===== src/rtl/fp_mul_pkg.sv =====
// Shared types and helpers for the pipelined floating-point multiplier.
// Stage structs are built in fp_mul_pipe from fp_hdr_t, because their field widths follow the module parameters.
package fp_mul_pkg;

  localparam int unsigned DEF_EXP_W = 8;
  localparam int unsigned DEF_MAN_W = 23;
  localparam int unsigned DEF_BIAS  = (1 << (DEF_EXP_W - 1)) - 1;

  typedef enum logic [1:0] {
    ZERO,
    NORM,
    INF,
    NAN
  } fp_class_t;

  // Width-independent part of every stage register.
  typedef struct packed {
    logic      sign;
    fp_class_t cls_a;
    fp_class_t cls_b;
  } fp_hdr_t;

  // Subnormals are flushed, so an all-zero exponent is treated as zero.
  function automatic fp_class_t classify(logic exp_zero, logic exp_ones, logic man_zero);
    if (exp_zero) return ZERO;
    if (exp_ones) return man_zero ? INF : NAN;
    return NORM;
  endfunction

  // Quiet NaN: sign 0, exponent all ones, only the mantissa MSB set. Result in low bits.
  function automatic logic [63:0] canon_nan(int unsigned exp_w, int unsigned man_w);
    logic [63:0] v;
    v = (((64'd1 << exp_w) - 64'd1) << man_w) | (64'd1 << (man_w - 1));
    return v;
  endfunction

endpackage


===== src/rtl/fp_mul_round_pack.sv =====
// Stage-3 normalise, round, range check and pack, including special-value results.
// Rounding is round-to-nearest-even when FP_MUL_RNE_EN is defined, truncation otherwise.
module fp_mul_round_pack
  import fp_mul_pkg::*;
#(
  parameter int unsigned EXP_W = DEF_EXP_W,
  parameter int unsigned MAN_W = DEF_MAN_W,
  localparam int unsigned W    = 1 + EXP_W + MAN_W,
  localparam int unsigned EW   = EXP_W + 2,
  localparam int unsigned PW   = 2 * (MAN_W + 1)
) (
  input  logic            sign_i,
  input  fp_class_t       cls_a_i,
  input  fp_class_t       cls_b_i,
  input  logic [EW-1:0]   esum_i,
  input  logic [PW-1:0]   prod_i,
  output logic [W-1:0]    data_o,
  output logic            ovf_o,
  output logic            unf_o,
  output logic            inv_o
);

  localparam int unsigned MW1 = MAN_W + 1;
  localparam logic [W-1:0] QNAN = W'(canon_nan(EXP_W, MAN_W));
  localparam logic signed [EW-1:0] EXP_MAX  = EW'((1 << EXP_W) - 1);
  localparam logic signed [EW-1:0] EXP_ZERO = '0;

  logic [PW-1:0]        norm;
  logic [MAN_W:0]       rnd;
  logic signed [EW-1:0] exp_n;
  logic signed [EW-1:0] exp_r;
  logic [W-1:0]         inf_val;
  logic [W-1:0]         zero_val;
  logic                 is_inv;
  logic                 unused_bits;

  always_comb begin
    // Product is in [1,4); bring the leading one to the top bit.
    norm  = prod_i[PW-1] ? prod_i : {prod_i[PW-2:0], 1'b0};
    exp_n = esum_i + EW'(prod_i[PW-1]);
`ifdef FP_MUL_RNE_EN
    // Guard is norm[MAN_W], sticky the bits below it, LSB norm[MAN_W+1].
    rnd = {1'b0, norm[PW-2 -: MAN_W]}
        + MW1'(norm[MAN_W] & ((|norm[MAN_W-1:0]) | norm[MAN_W+1]));
    unused_bits = norm[PW-1];
`else
    rnd = {1'b0, norm[PW-2 -: MAN_W]};
    unused_bits = ^{norm[PW-1], norm[MAN_W:0]};
`endif
    // A carry out leaves the stored mantissa at zero, i.e. 1.0 * 2^(e+1).
    exp_r = exp_n + EW'(rnd[MAN_W]);
  end

  assign inf_val  = {sign_i, {EXP_W{1'b1}}, {MAN_W{1'b0}}};
  assign zero_val = {sign_i, {(W-1){1'b0}}};
  assign is_inv   = (cls_a_i == NAN) || (cls_b_i == NAN)
                 || (cls_a_i == INF && cls_b_i == ZERO)
                 || (cls_a_i == ZERO && cls_b_i == INF);

  always_comb begin
    data_o = {sign_i, exp_r[EXP_W-1:0], rnd[MAN_W-1:0]};
    ovf_o  = 1'b0;
    unf_o  = 1'b0;
    inv_o  = 1'b0;
    if (is_inv) begin
      data_o = QNAN;
      inv_o  = 1'b1;
    end else if (cls_a_i == INF || cls_b_i == INF) begin
      data_o = inf_val;
    end else if (cls_a_i == ZERO || cls_b_i == ZERO) begin
      data_o = zero_val;
    end else if (exp_r >= EXP_MAX) begin
      data_o = inf_val;
      ovf_o  = 1'b1;
    end else if (exp_r <= EXP_ZERO) begin
      data_o = zero_val;
      unf_o  = 1'b1;
    end
  end

endmodule


===== src/rtl/fp_mul_pipe.sv =====
// Three-stage pipelined floating-point multiplier with valid/ready flow control and a sideband tag.
// Define FP_MUL_RNE_EN for round-to-nearest-even; the default build truncates.
module fp_mul_pipe
  import fp_mul_pkg::*;
#(
  parameter int unsigned EXP_W = DEF_EXP_W,
  parameter int unsigned MAN_W = DEF_MAN_W,
  parameter int unsigned TAG_W = 32,
  localparam int unsigned W    = 1 + EXP_W + MAN_W
) (
  input  logic             clk,
  input  logic             rst,
  input  logic             in_valid,
  output logic             in_ready,
  input  logic [W-1:0]     in_a,
  input  logic [W-1:0]     in_b,
  input  logic [TAG_W-1:0] in_tag,
  output logic             out_valid,
  input  logic             out_ready,
  output logic [W-1:0]     out_data,
  output logic [TAG_W-1:0] out_tag,
  output logic             out_ovf,
  output logic             out_unf,
  output logic             out_inv
);

  localparam int unsigned EW = EXP_W + 2;
  localparam int unsigned PW = 2 * (MAN_W + 1);
  localparam logic [EW-1:0] BIAS = EW'((1 << (EXP_W - 1)) - 1);

  typedef struct packed {
    fp_hdr_t            hdr;
    logic [EW-1:0]      esum;
    logic [MAN_W-1:0]   ma;
    logic [MAN_W-1:0]   mb;
    logic [TAG_W-1:0]   tag;
  } s1_t;

  typedef struct packed {
    fp_hdr_t            hdr;
    logic [EW-1:0]      esum;
    logic [PW-1:0]      prod;
    logic [TAG_W-1:0]   tag;
  } s2_t;

  logic             adv;
  logic             s1_valid_q;
  logic             s2_valid_q;
  logic             out_valid_q;
  s1_t              s1_d, s1_q;
  s2_t              s2_d, s2_q;
  logic [EXP_W-1:0] ea, eb;
  logic [MAN_W-1:0] ma, mb;
  logic [W-1:0]     res_data;
  logic             res_ovf, res_unf, res_inv;
  logic [W-1:0]     out_data_q;
  logic [TAG_W-1:0] out_tag_q;
  logic             out_ovf_q, out_unf_q, out_inv_q;

  // The whole pipe moves together; a stalled output freezes every stage, bubbles included.
  assign adv      = !out_valid_q || out_ready;
  assign in_ready = adv;

  assign ea = in_a[W-2 -: EXP_W];
  assign eb = in_b[W-2 -: EXP_W];
  assign ma = in_a[MAN_W-1:0];
  assign mb = in_b[MAN_W-1:0];

  always_comb begin
    s1_d.hdr.sign  = in_a[W-1] ^ in_b[W-1];
    s1_d.hdr.cls_a = classify(ea == '0, &ea, ma == '0);
    s1_d.hdr.cls_b = classify(eb == '0, &eb, mb == '0);
    s1_d.esum      = {2'b00, ea} + {2'b00, eb} - BIAS;
    s1_d.ma        = ma;
    s1_d.mb        = mb;
    s1_d.tag       = in_tag;
  end

  always_comb begin
    s2_d.hdr  = s1_q.hdr;
    s2_d.esum = s1_q.esum;
    s2_d.prod = PW'({1'b1, s1_q.ma}) * PW'({1'b1, s1_q.mb});
    s2_d.tag  = s1_q.tag;
  end

  fp_mul_round_pack #(
    .EXP_W (EXP_W),
    .MAN_W (MAN_W)
  ) u_round_pack (
    .sign_i  (s2_q.hdr.sign),
    .cls_a_i (s2_q.hdr.cls_a),
    .cls_b_i (s2_q.hdr.cls_b),
    .esum_i  (s2_q.esum),
    .prod_i  (s2_q.prod),
    .data_o  (res_data),
    .ovf_o   (res_ovf),
    .unf_o   (res_unf),
    .inv_o   (res_inv)
  );

  always_ff @(posedge clk) begin
    if (rst) begin
      s1_valid_q  <= 1'b0;
      s2_valid_q  <= 1'b0;
      out_valid_q <= 1'b0;
      out_data_q  <= '0;
      out_tag_q   <= '0;
      out_ovf_q   <= 1'b0;
      out_unf_q   <= 1'b0;
      out_inv_q   <= 1'b0;
    end else if (adv) begin
      s1_valid_q  <= in_valid;
      s2_valid_q  <= s1_valid_q;
      out_valid_q <= s2_valid_q;
      if (s2_valid_q) begin
        out_data_q <= res_data;
        out_tag_q  <= s2_q.tag;
        out_ovf_q  <= res_ovf;
        out_unf_q  <= res_unf;
        out_inv_q  <= res_inv;
      end
    end
  end

  // Payload registers need no reset: the valid bits qualify them.
  always_ff @(posedge clk) begin
    if (adv) begin
      s1_q <= s1_d;
      s2_q <= s2_d;
    end
  end

  assign out_valid = out_valid_q;
  assign out_data  = out_data_q;
  assign out_tag   = out_tag_q;
  assign out_ovf   = out_ovf_q;
  assign out_unf   = out_unf_q;
  assign out_inv   = out_inv_q;

endmodule


===== config.mk =====
export PLATFORM = sky130hd
export DESIGN_NAME = fp_mul_pipe
export DESIGN_NICKNAME = d
export VERILOG_FILES = /design/src/rtl/fp_mul_pkg.sv /design/src/rtl/fp_mul_round_pack.sv /design/src/rtl/fp_mul_pipe.sv
export SDC_FILE = /design/constraint.sdc
export NUM_CORES = 2
export LEC_CHECK = 0
export BUFFER_PORTS_ARGS = -buffer_cell sky130_fd_sc_hd__buf_2
export CAP_MARGIN = 20
export CORE_MARGIN = 2
export CORE_UTILIZATION = 57
export DETAILED_ROUTE_END_ITERATION = 7
export PLACE_DENSITY_LB_ADDON = 0.3
export SLEW_MARGIN = 20
export SYNTH_ARGS = -nofsm -noshare
export SYNTH_HDL_FRONTEND = slang
export SYNTH_SLANG_ARGS = --single-unit

===== constraint.sdc =====
create_clock -name clk -period 7.2 [get_ports clk]
set_input_delay 1.08 -clock clk [delete_from_list [all_inputs] [get_ports clk]]
set_output_delay 1.08 -clock clk [all_outputs]
set_load 0.005 [all_outputs]

* Word level (Yosys, flattened, before mapping)
Cells that the tools add are included.
** Storage, ports and cells
- Flip-flop bits (word level) :: 258
- Logic and storage cells :: 82
** Operators by class
- Add/subtract/negate cells :: 3
- $mul :: 1
- $lt $le $gt $ge :: 2
- Eq/ne operators :: 4
- Mux-type cells :: 32
- Bitwise logic cells :: 1
- Reduce and logical (&&, ||, !) cells :: 18
** Operator list (number)
- 31-bit two-way mux :: 4
- 24-bit by 24-bit multiplier with 48-bit output :: 1
- 47-bit two-way mux :: 1
- 23-bit zero test :: 2
- 32-bit two-way mux :: 1
- 1-bit two-way mux :: 18
- 8-bit zero test :: 2
- 2-bit two-way mux :: 8
- 8-bit AND reduction :: 2
- 10-bit by 1-bit adder with 10-bit output :: 1
- 10-bit by 9-bit >= comparator with 1-bit output (second input constant) :: 1
- 10-bit by 1-bit less-or-equal comparator with 1-bit output (second input constant) :: 1
- 9-bit by 7-bit subtractor with 10-bit output (second input constant) :: 1
- 8-bit by 8-bit adder with 9-bit output :: 1
- 2-bit equality test (second input constant) :: 4
- 1-bit logical OR :: 6
- 2-bit zero test :: 2
- 1-bit logical AND :: 2
- 2-bit AND reduction :: 1
- 1-bit zero test :: 1
- 1-bit bitwise XOR :: 1

* Depth between registers and ports, before layout
- Word-level depth :: 7
- Depth in mapped cells :: 26
- Gate-level depth less buffers :: 24

* Cells and area by module
Synthesis repeated with hierarchy kept, for this count alone.
** Second synthesis, totals
- Cell total of the unflattened synthesis :: 2874
- Area, all modules :: 28461.0 um^2
** Modules (own cells, without submodules)
- fp_mul_pipe :: times used 1, cells each 2738, area each 27496.4 um^2
- fp_mul_round_pack :: times used 1, cells each 136, area each 964.7 um^2

* Worst setup path before layout
Ideal clock, no wire load.
- Kind :: in2reg
- Start point :: input out_ready
- End point :: register out_data_q[24] (netlist: out_data[24])
- Library setup time :: 0.075 ns
- Arrival time :: 7.504 ns
- Required time :: 7.125 ns
- Setup slack :: -0.379 ns
- Cell stages on the path :: 7
- Cell sequence :: nand2b_1 clkbuf_1 nand2_1 or4_4 or2_1 buf_6 o22ai_2
** On the way
- Longest elaborated chain between the ends :: 2
** Ends and longest elaborated chain
- start: declaration :: RTL line fp_mul_pipe.sv:19 : input logic out_ready,
- 1-bit logical OR :: RTL line fp_mul_pipe.sv:61 : assign adv = !out_valid_q || out_ready;
- named net in_ready :: RTL line fp_mul_pipe.sv:14 : output logic in_ready,
- 2-bit AND reduction (no line)
- end signal: assignment :: RTL line fp_mul_pipe.sv:116 : out_data_q <= res_data;
- end: declaration :: RTL line fp_mul_pipe.sv:56 : logic [W-1:0] out_data_q;
The timed path passes the listed nets, and every way through them passes these cells.
A chain may end at the register's enable or synchronous reset.

==> results.ini <==
[outcome]
status = complete, no violations

[route]
vias = 19400
drt_iter0_markers = 1473
avgRoutedWirePerCell_um = 20.5
first_pass_iters = 6
via_per_inst = 5.50
wirelength_um = 72600
drtAntennaViolNets = 0
drc = 0

[clock_network]
numCtsBuffers = 27
clock-sinks = 235
cts_root_buffer = clkbuf_16
cts_tree = done
clk_path_buf_depth = 3
cts.clk_slew.worst_paths_ns = 0.07
htreeDepth = 1
clock_latency_ns = 0.57

[final_layout]
utilization = 0.645
nets = 3670
area_delta_synth_final_pct = 12.0
layout-drive-gt1-share = 0.131
layoutNonFillerInstCount = 3534
mostFrequentLayoutCells = inv_1, fa_1, nand2_1
fillers = 3730
layout_commonest_cell = inv_1

[sta]
fmax_mhz = 144
finClkSkew_ns = 0.0116
tightest_slew_ns = 1.09
slew_headroom = 0.272
rsz0062_at_grt = false
final_hold_viol_count = 0
setup-violations-final = 0
tns_ns = 0
drv_slew = 0
min_period_ns = 6.94
fin_crit_sh = 0.964

[global_route]
grtUsageTotal = 0.313
grt_pass1_wl_um = 116000
grt_overflow = 0
antenna_found_initial = 5
grt_max_degree = 72
grt_pass1_vias = 20700

[critical_path]
rrSetupSlack_ns = 0.26
r2r-start = s1_q[42]
critPathMaxFanout = 12
startpoint = s1_q[42]
cp.required_ns = 7.53
crit_end = s2_q[77]
timing.rr.end = s2_q[77]
start_kind = flop
worstSetupPathType = flop to flop
critPathCaptureType = flop
cp.arrival_ns = 7.27
r2r_cells = 21

[placement]
portBuffers = 168
routabilityCongestion = 0.989
post-dp-hpwl_um = 60200
placed_cells = 3457

[synth]
synth.top_cell.area_share = 0.360
synth_edf_count = 165
synth_flop_cell = edfxtp_1
ys_warn_count = 0
synthArstFlopShare = 0
ys_ff_latch = 235
syn_avg_cell_area_sq_um = 9.98
syn-cell-area_sq_um = 26800
synth-seq-area-share = 0.237
netlist_top_cells_area = fa_1, edfxtp_1, ha_1, inv_1, and2_1
synth_nets = 3451
synth_top_area_cell = fa_1
yosysUniqueCellTypes = 67
synthesis.instances = 2683

[worst_hold_path]
whs_path_depth = 0
hold_path.class = flop to flop
min_from = s1_q[90]

[die]
start_util = 0.576
die_height_um = 221
dieArea_sq_um = 48700
dieWidth_um = 221
core_area_sq_um = 46500
fp-row-count = 79
io_pins = 169

[flow_run]
drv_cap = 0

==> timing repair <==
item	in CTS	in global routing
resized for setup	1	11
setup buffers	0	23
pin swaps	0	2
setup endpoints to repair	1	15
hold buffers	0	0
==> cell type report <==
type,instances,area (sq um),share of cell area
multi-input cells,1735,17800,0.593
clock inverters,11,97.6,0.00325
repair buffers,308,1960,0.0655
clock buffers,39,796,0.0265
flip-flops and latches,235,6360,0.212
diodes,4,10.0,0.000334
inverters,595,2230,0.0745
well taps,607,759,0.0253
==> metrics by stage <==
stage | cell area (sq um) | hold slack (ns) | setup slack [ns]
floorplan | 26800 | 0.400 | 0.674
global placement | 28800 | 0.401 | 0.0465
detailed placement | 28800 | 0.405 | 0.0189
CTS | 29700 | 0.412 | 0.0853
global route | 30000 | 0.425 | 0.00514
finish | 30000 | 0.411 | 0.260
==> cell families after synthesis <==
group	share of synthesized area
AO/OA/AOI/OAI	0.0491
flip-flops	0.237
multiplexers	0.00897
adder cells (fa/ha/maj)	0.447
AND/OR/NAND/NOR	0.142
buffers and inverters	0.101
XOR/XNOR	0.0150
==> state kept, by name, summed over array words and instances (netlist names) <==
register	cells
s1_q	93
out_ovf	1
out_valid	1
s1_valid_q	1
s2_q	72
s2_valid_q	1
out_tag	32
out_unf	1
out_data	32
out_inv	1
==> critical path: stages (launching register included) <==
cell      delay, ns
edfxtp_1       0.57
buf_4          0.26
and2_1         0.16
fa_1           0.53
inv_1          0.07
fa_1           0.56
fa_1           0.46
fa_2           0.67
fa_1           0.47
fa_1           0.46
fa_1           0.49
inv_1          0.04
ha_2           0.38
nand4_1        0.14
a211oi_2       0.32
buf_4          0.17
nor3b_2        0.18
a21oi_2        0.11
buf_4          0.16
a21o_1         0.18
o21ba_1        0.18
xnor2_1        0.12
==> Yosys cell counts (3+ instances only) <==
cell      number
a21o_1        23
a21oi_1       89
a31oi_1        5
and2_1       241
and3_1         4
buf_1          4
clkbuf_1     109
dfxtp_1       70
edfxtp_1     165
fa_1         482
ha_1         186
inv_1        593
mux2i_1       24
nand2_1      376
nand2b_1       3
nand3_1       18
nand4_1       17
nor2_1        74
nor2b_1        5
nor3_1        18
nor4_1        18
o211ai_2       3
o21a_1         4
o21ai_0       40
o21bai_1      10
o221ai_1       3
o22ai_2        6
xnor2_1       31
xor2_1        13
==> worst min-delay path by stage <==
stage                           to  slack (ns)
after floorplan            s2_q[0]        0.40
after global routing      s2_q[20]        0.43
after global placement    s2_q[93]        0.40
after detailed placement   s2_q[5]        0.40
final                     s2_q[92]        0.41
after CTS                 s2_q[92]        0.41
==> per-layer routing <==
metal,share of wire,track usage,vias up
met1,0.40,0.426,9811
met5,0.00036,0,-
met2,0.47,0.509,885
met4,0.042,0.112,4
li1,-,-,8595
met3,0.090,0.0550,145
Power is not shown: default switching activity piles up to over one toggle a cycle in this logic, so the estimate is an artifact.
